<file path="src/rtl/serial_pkg.sv">
// Shared definitions for the single-wire serial link (receiver and transmitter).
package serial_pkg;

    localparam int unsigned MAX_DATA_W = 16;

    localparam logic IDLE_LEVEL = 1'b1;
    localparam logic STOP_LEVEL = 1'b1;

    typedef enum logic [2:0] {
        IDLE   = 3'd0,
        DATA   = 3'd1,
        PARITY = 3'd2,
        STOP   = 3'd3,
        BREAK  = 3'd4
    } rx_state_t;

    // Even-parity check: 1 when the data bits plus the parity bit hold an odd number of ones.
    function automatic logic parity_mismatch(input logic [MAX_DATA_W-1:0] bits, input logic pbit);
        return (^bits) ^ pbit;
    endfunction

endpackage

</file>
<file path="src/rtl/sync_ff.sv">
// Multi-flop synchronizer for an asynchronous single-bit input; flops reset to 1 (idle line).
module sync_ff #(
    parameter int unsigned STAGES = 2
) (
    input  logic clk,
    input  logic rst_n,
    input  logic d,
    output logic q
);

    logic [STAGES-1:0] chain;

    always_ff @(posedge clk or negedge rst_n) begin
        if (!rst_n) begin
            chain <= '1;
        end else begin
            chain <= {chain[STAGES-2:0], d};
        end
    end

    assign q = chain[STAGES-1];

endmodule

</file>
<file path="src/rtl/serial_rx_deser.sv">
// Serial frame receiver: start/data/optional even parity/stop on a bit-rate tick,
// reassembled into DATA_W-bit words with one-cycle valid and error pulses.
module serial_rx_deser
    import serial_pkg::*;
#(
    parameter int unsigned DATA_W      = 8,
    parameter int unsigned PARITY_EN   = 1,
    parameter int unsigned SYNC_STAGES = 2
) (
    input  logic              clk,
    input  logic              rst_n,
    input  logic              bit_en,
    input  logic              rxd,
    output logic [DATA_W-1:0] rx_data,
    output logic              rx_valid,
    output logic              parity_err,
    output logic              frame_err,
    output logic              busy
);

    localparam int unsigned CNT_W = $clog2(DATA_W + 1);

    rx_state_t         state;
    logic [DATA_W-1:0] shreg;
    logic [DATA_W-1:0] shreg_next;
    logic [CNT_W-1:0]  cnt;
    logic              perr;
    logic              rxs;

    sync_ff #(
        .STAGES(SYNC_STAGES)
    ) u_sync (
        .clk  (clk),
        .rst_n(rst_n),
        .d    (rxd),
        .q    (rxs)
    );

    // New bit enters at the MSB so the first data bit ends up in the LSB.
    assign shreg_next = (shreg >> 1) | (DATA_W'(rxs) << (DATA_W - 1));

    always_ff @(posedge clk or negedge rst_n) begin
        if (!rst_n) begin
            state      <= IDLE;
            shreg      <= '0;
            cnt        <= '0;
            perr       <= 1'b0;
            rx_data    <= '0;
            rx_valid   <= 1'b0;
            parity_err <= 1'b0;
            frame_err  <= 1'b0;
        end else begin
            rx_valid   <= 1'b0;
            parity_err <= 1'b0;
            frame_err  <= 1'b0;
            if (bit_en) begin
                case (state)
                    IDLE: begin
                        if (rxs != IDLE_LEVEL) begin
                            state <= DATA;
                            shreg <= '0;
                            cnt   <= '0;
                            perr  <= 1'b0;
                        end
                    end
                    DATA: begin
                        shreg <= shreg_next;
                        if (cnt != CNT_W'(DATA_W)) begin
                            cnt <= cnt + CNT_W'(1);
                        end
                        if (cnt == CNT_W'(DATA_W - 1)) begin
                            state <= (PARITY_EN != 0) ? PARITY : STOP;
                        end
                    end
                    PARITY: begin
                        perr  <= parity_mismatch(MAX_DATA_W'(shreg), rxs);
                        state <= STOP;
                    end
                    STOP: begin
                        if (rxs == STOP_LEVEL) begin
                            rx_data    <= shreg;
                            rx_valid   <= 1'b1;
                            parity_err <= perr;
                            state      <= IDLE;
                        end else begin
                            frame_err <= 1'b1;
                            state     <= BREAK;
                        end
                    end
                    BREAK: begin
                        // A held-low line after a bad frame must not be taken as a start bit.
                        if (rxs == IDLE_LEVEL) begin
                            state <= IDLE;
                        end
                    end
                    default: begin
                        state <= IDLE;
                    end
                endcase
            end
        end
    end

    assign busy = (state != IDLE);

endmodule
</file>
<file path="config.mk">
export PLATFORM = sky130hd
export DESIGN_NAME = serial_rx_deser
export DESIGN_NICKNAME = d
export VERILOG_FILES = /design/src/rtl/serial_pkg.sv /design/src/rtl/sync_ff.sv /design/src/rtl/serial_rx_deser.sv
export SDC_FILE = /design/constraint.sdc
export NUM_CORES = 1
export LEC_CHECK = 0
export BUFFER_PORTS_ARGS = -buffer_cell sky130_fd_sc_hd__buf_2
export CAP_MARGIN = 25
export CORE_MARGIN = 8
export CORE_UTILIZATION = 45
export DETAILED_ROUTE_END_ITERATION = 10
export SLEW_MARGIN = 5
export SYNTH_ARGS = -nofsm -noshare
export SYNTH_HDL_FRONTEND = slang
export SYNTH_HIERARCHICAL = 1
export SYNTH_SLANG_ARGS = --single-unit
</file>
<file path="constraint.sdc">
create_clock -name clk -period 2.2 [get_ports clk]
set_clock_uncertainty 0.05 [all_clocks]
set_input_delay 0.33 -clock clk [delete_from_list [all_inputs] [get_ports clk]]
set_output_delay 0.33 -clock clk [all_outputs]
set_load 0.005 [all_outputs]
</file>
; Word level (Yosys, flattened, before mapping)
; Index checks and enable logic that the tools add are counted.
[word_totals]
register_bits = 29
latch_bits = 0
ramBits = 0
rom_bits = 0
inputBits = 4
out_inout_bits = 12
word_cells = 52
n_memories = 0
[classes]
n_addsub = 1
n_mul = 0
div = 0
n_lt_le_gt_ge = 0
n_eq_ne = 10
shift = 0
mux = 20
bitwise_logic = 2
reduce_logical = 10
[op_table]
columns = cell, n
row1 = $pmux W8 S2, 1
row2 = $reduce_xor A16 Y1, 1
row3 = $pmux W3 S5, 1
row4 = $mux W3, 4
row5 = $mux W1, 9
row6 = $mux W4, 2
row7 = $mux W8, 1
row8 = $or A7 B8 Y8, 1
row9 = $pmux W4 S2, 1
row10 = $reduce_and A4 Y1, 2
row11 = $eq A3 B2 Y1 const B, 2
row12 = $ne A2 B2 Y1 const B, 3
row13 = $reduce_and A3 Y1, 2
row14 = $add A4 B1 Y4 const B, 1
row15 = $eq A4 B3 Y1 const B, 1
row16 = $ne A4 B4 Y1 const B, 1
row17 = $reduce_bool A2 Y1, 2
row18 = $eq A3 B1 Y1 const B, 1
row19 = $eq A3 B3 Y1 const B, 1
row20 = $logic_not A3 Y1, 1
row21 = $reduce_bool A3 Y1, 1
row22 = $ne A2 B1 Y1 const B, 1
row23 = $pmux W1 S2, 1
row24 = $reduce_and A2 Y1, 1
row25 = $xor A1 B1 Y1, 1

; Depth between registers and ports, before layout
; Gate-level depths: netlist of the first run.
[depth]
ltp_word = 3
mapped_depth = 6
mapped_depth_nobuf = 5

; Cells and area by module
; The synthesis of the first run kept the hierarchy.
[by_module_without_submodules]
columns = module, instances, cells_per_inst, area_each_um2
row1 = serial_rx_deser, 1, 112, 1267.5
row2 = sync_ff, 1, 2, 52.6

; Least setup slack after synthesis of the first run
; Ideal clock, no wire load.
[synth_path]
path_type = reg2reg
from = register state[1]
to = register cnt[0]
setup_ns = 0.125
arrival_ns = 1.429
required_ns = 2.025
setup_slack_ns = 0.596
stages_incl_launch_ff = 6
period_less_slack_ns = 1.604
path_cell_list = dfrtp_1 -> buf_6 -> nor3b_4 -> o21ai_2 -> a41o_2 -> mux2_4
[synth_via]
elab_chain_len = 3
[synth_lines]
columns = item, line
row1 = from (decl), serial_rx_deser.sv:23  ; rx_state_t state;
row2 = from (signal assigned), serial_rx_deser.sv:72  ; state <= (PARITY_EN != 0) ? PARITY : STOP;
row3 = $eq A3 B1 Y1 or $logic_not A3 Y1 (tied branches), serial_rx_deser.sv:57  ; case (state)
row4 = $ne A2 B2 Y1 (no line) or $reduce_bool A2 Y1 (tied branches), -
row5 = $reduce_and A4 Y1 (no line), -
row6 = to (signal assigned), serial_rx_deser.sv:69  ; cnt <= cnt + CNT_W'(1);
row7 = to (decl), serial_rx_deser.sv:26  ; logic [CNT_W-1:0] cnt;
; Several ways; a longest one is shown, not always the timed one.
; A chain may end at the register's enable or synchronous reset.

; Worst setup path in the final report of the first run
; Same ends and word-level chain as after synthesis.

==> results of run 1 <==
-- final timing paths --
| path | startpoint | end | slack [ps] | cells past startpoint |
|---|---|---|---|---|
| max | state[1]$_DFFE_PN0P_ | cnt[0]$_DFFE_PN0P_ | 350 | 4 |
| min | rxd | u_sync/chain[0]$_DFF_PN1_ | 60 | 1 |
| max reg2reg | state[1]$_DFFE_PN0P_ | cnt[0]$_DFFE_PN0P_ | 350 | 4 |
| min reg2reg | u_sync/chain[0]$_DFF_PN1_ | u_sync/chain[1]$_DFF_PN1_ | 310 | 0 |
| max in group asynchronous | rst_n | state[1]$_DFFE_PN0P_ | 1180 | 2 |
| min in group asynchronous | rst_n | rx_data[1]$_DFFE_PN0P_ | 510 | 2 |
-- flip-flops by register name, indices dropped and copies added, names as in the netlist --
register,flops
state,3
cnt,4
frame_err,1
u_sync/chain,2
rx_data,8
shreg,8
rx_valid,1
parity_err,1
perr,1
-- power by group --
group	total (W)	switching (W)	internal, W
registers	0.000791	0.000142	0.000649
logic	0.000552	0.000239	0.000313
clock network	0.000317	0.000167	0.000151
-- placed cells by master (no fill, tap or decap), drive strengths merged, types with 2 or more instances in the layout --
cell type,Yosys,routed
clkbuf,2,7
o31ai,2,2
dfstp,2,2
mux2,9,9
nand3,5,5
a21o,2,2
buf,3,16
nand2,19,19
inv,6,6
nor2,4,4
o41ai,2,2
ha,2,2
a32o,2,2
xnor2,5,5
or3,2,2
dfrtp,27,27
o21ai,9,9
-- kinds of logic after synthesis --
family / after synthesis / share of synthesized area (%)
AND/OR/NAND/NOR: 37 / 13.9
flip-flops: 29 / 55.2
AO/OA/AOI/OAI: 18 / 10.2
buffers and inverters: 11 / 4.36
multiplexers: 10 / 8.72
XOR/XNOR: 7 / 5.69
adder cells (fa/ha/maj): 2 / 1.90
-- final cells by class --
cell class	instances	area, um2	share of cell area, %
repair buffers	17	92.6	6.29
clock buffers	7	55.1	3.74
inverters	6	22.5	1.53
multi-input cells	74	534	36.3
well taps	31	38.8	2.64
flip-flops and latches	29	728	49.5
-- per-layer routing --
layer,wire [um],vias up
met2,1040,17
li1,-,435
met5,0,-
met1,1060,408
met4,35,0
met3,109,4
-- metrics by stage --
stage / worst slack, ps / cell area, um2 / hold WS [ps] / utilization, %
after floorplan: 596 / 1320 / -15.6 / -
after global placement: 420 / 1410 / 301 / 50.6
after detailed placement: 355 / 1410 / 298 / 50.6
after CTS: 346 / 1470 / 40.0 / 52.9
after global routing: 266 / 1470 / 27.3 / 52.9
final: 350 / 1470 / 55.1 / 52.9
-- timing repair --
action,CTS,global route
hold buffers,1,0
endpoints found under the hold margin,27,0
resized for setup,0,0
==> impl_results.md, run 1 <==
- Post-Syn Instances: 114
- Most common cell in the netlist: dfrtp_1
- Non-Filler Instances: 164
- TNS Setup: 0 ps
- Clock Latency Late Sink: 320 ps
- Post-synth EDFFs: 0
- Sequential fraction of the synthesis area: 55.2%
- Die area: 4920 um2
- F_max: 541 MHz
- Worst Path Buf+Inv: 0
- Fill cell count: 247
- Initial DRC count: 36
- Port Buf Inserts: 15
- Post-CTS setup buffers: 0
- DP Wirelength: 1600 um
- RSZ-0062 raised after global routing: no
- Worst-path cell chain: nor3b_4, o21ai_2, a41o_2, mux2_4
- # Max-Cap Violations: 0
- Yosys top cell by area: dfrtp_1
- Met3 usage: 5.51%
- Total number of vias: 864
- GR peak layer: met2
- Status: finished, final reports clean
- Inserted Clock Buffers: 5
- Drt first pass iters: 4
- Starting Density: 47.5%
- Met2 Use GR: 15.1%
- Vias/cell: 5.27
- H-tree depth: 2
- Seq cells post-synth: 29
- Vias in the first global route: 849
- Final Net Count: 139
- Max VDD drop: 0.000808 V
- Max-slew violation count: 0
- Antenna Cells: 0
- Worst Path Arrival: 2010 ps
- CP max stage delay: 490 ps
- Proportion of layout cells with a drive suffix above 1: 27.8%
- CTS tree: done
- Largest net degree at the start of global routing: 30
- First-pass GRT wire length: 3930 um
- CP top delay family: compound AO/OA/AOI/OAI gates
- Top FF cell, synth: dfrtp_1
- Pwr Density: 1130 nW/um2
- Ys Warns: 6
- Slew Limit Headroom: 58.2%
- Synthesized area per cell: 11.6 um2
- Tot Pwr: 0.00166 W
- CTS max path bufs: 2
- Met1 Use GR: 11.2%
- Tot GR Track Use: 9.99%
- Placed cells: 156
- Worst Hold Class: in2reg
- Num Clock Sinks: 29
- Max FO, Critical Path: 16
- CP Capture Type: register
- Initial antenna violation count: 0
- GR Overflow Total: 0
- Element type at the critical path start: register
- Critical Path RT: 2360 ps
- Core area: 2780 um2
- Final min period: 1850 ps
- Final setup vio count: 0
- Syn nets: 120
- Worst slew pin tran: 627 ps
- Static Leakage: 0.780 nW
- Final period util: 84.1%
- Detail Route Antenna Nets: 0
- Clock Pin Slew Worst Setup and Hold Paths: 80 ps
- Layout Area Growth over Synthesis: 11.5%
- Final GP Congestion: 0.821
- DR DRC count: 0
- Final Hold Fails: 0
- Yosys cell types: 32
- Synth async-reset ratio: 100%
- I/O pin total: 16
- Critical-path top delay cell: dfrtp_1
- CTS root buffer: clkbuf_4
- # rows: 19
- Mapped Area: 1320 um2
- Drt total wl: 2240 um
- Vert. Die Dim: 70.2 um
- Largest cells by area after synthesis: dfrtp_1, mux2_2, nand2_1, dfstp_2, xnor2_1
- Die width: 70.2 um
- Most frequent cells after synthesis: dfrtp_1, nand2_1, mux2_2, o21ai_0, inv_1
- Kind of critical path: reg2reg
- DR WL/cell: 13.6 um
- Share of the synthesized area in the top cell type: 51.2%
Power figures use the tool's default switching activity.
==> run 2, diff against run 1 <==
Settings changed: ABC_AREA from default to 1.
Clock period 2.2 ns to 1.89 ns, I/O delays scaled along.
==> run 2 against run 1 <==
Setup slack got worse by 41 ps. Synthesized area rose by 4.5%. Sequential share of layout area fell by 3.0 points. Via count rose by 22%. Final cell count rose by 30%. Critical endpoint is now busy. Synthesized cell count rose by 36%. Sequential power rose by 11%.
==> impl_results.md, run 2 <==
- Status: finished, final reports clean
- Area of the multi-input gates: 557 um2
- Clock Pin Slew Worst Setup and Hold Paths: 80 ps
- Core area: 2980 um2
- DR WL/cell: 12.0 um
- # Max-Cap Violations: 0
- Top Registers: rx_data x8, shreg x8, cnt x4
- Inserted Clock Buffers: 5
- Synthesized area per cell: 8.90 um2
- Yosys top cell by area: dfrtp_1
- CTS root buffer: clkbuf_4
- Num Clock Sinks: 29
- Total number of vias: 1051
- TNS Setup: 0 ps
- Most common cell after layout, fill and taps aside: nand2_1
- RSZ-0062 raised after global routing: no
- CTS tree: done
- I/O pin total: 16
- Seq cells post-synth: 29
- Element type at the critical path start: register
- Post-synth EDFFs: 0
- Max-slew violation count: 0
- GR Overflow Total: 0
- Vias in the first global route: 1046
- Most frequent cells in the layout: nand2_1, dfrtp_1, inv_1
- Synth async-reset ratio: 100%
- Mapped Area: 1380 um2
- Worst Path Arrival: 1250 ps
- Worst Hold Class: in2reg
- Ys Warns: 6
- First-pass GRT wire length: 4550 um
- Layout Area Growth over Synthesis: 13.6%
- Top FF cell, synth: dfrtp_1
- Vias/cell: 4.93
- # rows: 20
- Max VDD drop: 0.000613 V
- Max FO, Critical Path: 5
- Clock Latency Late Sink: 340 ps
- Vert. Die Dim: 71.4 um
- H-tree depth: 2
- Starting Density: 46.3%
- Share of the synthesized area in the top cell type: 49.0%
- Worst slew pin tran: 628 ps
- Fill cell count: 287
- Proportion of layout cells with a drive suffix above 1: 23.9%
- Static Leakage: 0.808 nW
- Final setup vio count: 0
- Initial DRC count: 90
- Die width: 71.4 um
- Post-Place Worst Slack: 366 ps
- Final Net Count: 185
- Yosys cell types: 22
- Final period util: 83.6%
- Final Hold Fails: 0
- Final GP Congestion: 0.818
- Kind of critical path: reg2out
- Drt total wl: 2550 um
- Tot GR Track Use: 11.5%
- Critical Path RT: 1560 ps
- Detail Route Antenna Nets: 0
- Most common cell in the netlist: nand2_1
- Slew Limit Headroom: 58.2%
- Antenna Cells: 0
- CTS max path bufs: 2
- Post-Syn Instances: 155
- Port Buf Inserts: 15
- FF/Latch Area: 728 um2
- Initial antenna violation count: 0
- DR DRC count: 0
- Die area: 5090 um2
- Largest cells by area after synthesis: dfrtp_1, nand2_1, inv_1, o21ai_2, dfstp_2
- CP Capture Type: output port
- Post-route setup slack: 309 ps
- Sequential fraction of the synthesis area: 52.8%
- Drt first pass iters: 4
- Most frequent cells after synthesis: nand2_1, dfrtp_1, inv_1
- Largest net degree at the start of global routing: 30
- Final min period: 1580 ps
- Syn nets: 161
- F_max: 633 MHz
- Pwr Density: 1270 nW/um2
- DP Wirelength: 1870 um
## run 2: cell count changes after synthesis, sizes merged, moves of 4 or more
| cell | change |
|---|---|
| xnor2 | -4 |
| o22ai | +8 |
| nor2 | +8 |
| o21ai | +9 |
| mux2 | -9 |
| nand2 | +24 |
| inv | +17 |
## run 2: cell type report
cell class,count,area share [%]
clock buffer,6,2.64
timing repair buffer,18,6.55
multi-input combinational,102,35.5
sequential,29,46.5
inverter,23,5.51
clock inverter,2,0.639
tap,33,2.64
## run 2: cell families after synthesis
family | share of synthesized area (%)
adder cells (fa/ha/maj) | 1.81
AND/OR/NAND/NOR | 23.4
AO/OA/AOI/OAI | 13.9
XOR/XNOR | 1.27
buffers and inverters | 6.81
flip-flops | 52.8
## run 2: stage by stage
stage | total power [W] | utilization (%) | cell area (um2) | instances | hold WS, ps
2_1_floorplan | 0.00142 | - | 1380 | 155 | -62.1
6_report | 0.00198 | 52.6 | 1570 | 213 | 238
3_5_place_dp | 0.00164 | 50.2 | 1500 | 203 | 296
3_3_place_gp | 0.00162 | 50.2 | 1500 | 203 | 287
4_1_cts | 0.00201 | 52.6 | 1570 | 213 | 229
5_1_grt | 0.00216 | 52.6 | 1570 | 213 | 257
## run 2: final timing paths
kind | start | to | slack [ps] | cells after the start
setup / recovery | state[0]$_DFFE_PN0P_ | busy | 310 | 3
hold / removal | bit_en | frame_err$_DFF_PN0_ | 240 | 3
setup reg to reg | state[1]$_DFFE_PN0P_ | rx_data[0]$_DFFE_PN0P_ | 370 | 5
hold reg to reg | u_sync/chain[0]$_DFF_PN1_ | u_sync/chain[1]$_DFF_PN1_ | 310 | 0
max in group asynchronous | rst_n | shreg[0]$_DFFE_PN0P_ | 930 | 2
min in group asynchronous | rst_n | rx_data[4]$_DFFE_PN0P_ | 430 | 2
## run 2: timing repair
| item | CTS | global route |
|---|---|---|
| hold buffers | 2 | 0 |
| setup buffers | 0 | 0 |
| endpoints found under the hold margin | 28 | 0 |
| setup endpoints to repair | 0 | 0 |
| resized for setup | 0 | 0 |
## run 2: per-layer routing
metal	routed length, um	track usage, %
met5	0	0
met4	58	9.47
met3	129	3.21
met2	1180	17.3
met1	1180	13.3
## run 2: power by group
part / total, W / switching (W) / internal, W
Combinational: 0.000747 / 0.000461 / 0.000286
Clock: 0.000361 / 0.000220 / 0.000141
Sequential: 0.000875 / 0.000114 / 0.000761
Total: 0.00198 / 0.000795 / 0.00119
## run 2: critical path, stage by stage, from the launching register on
cell,delay (ps)
dfrtp_1,460
nor2_1,230
nand2_1,100
buf_2,140
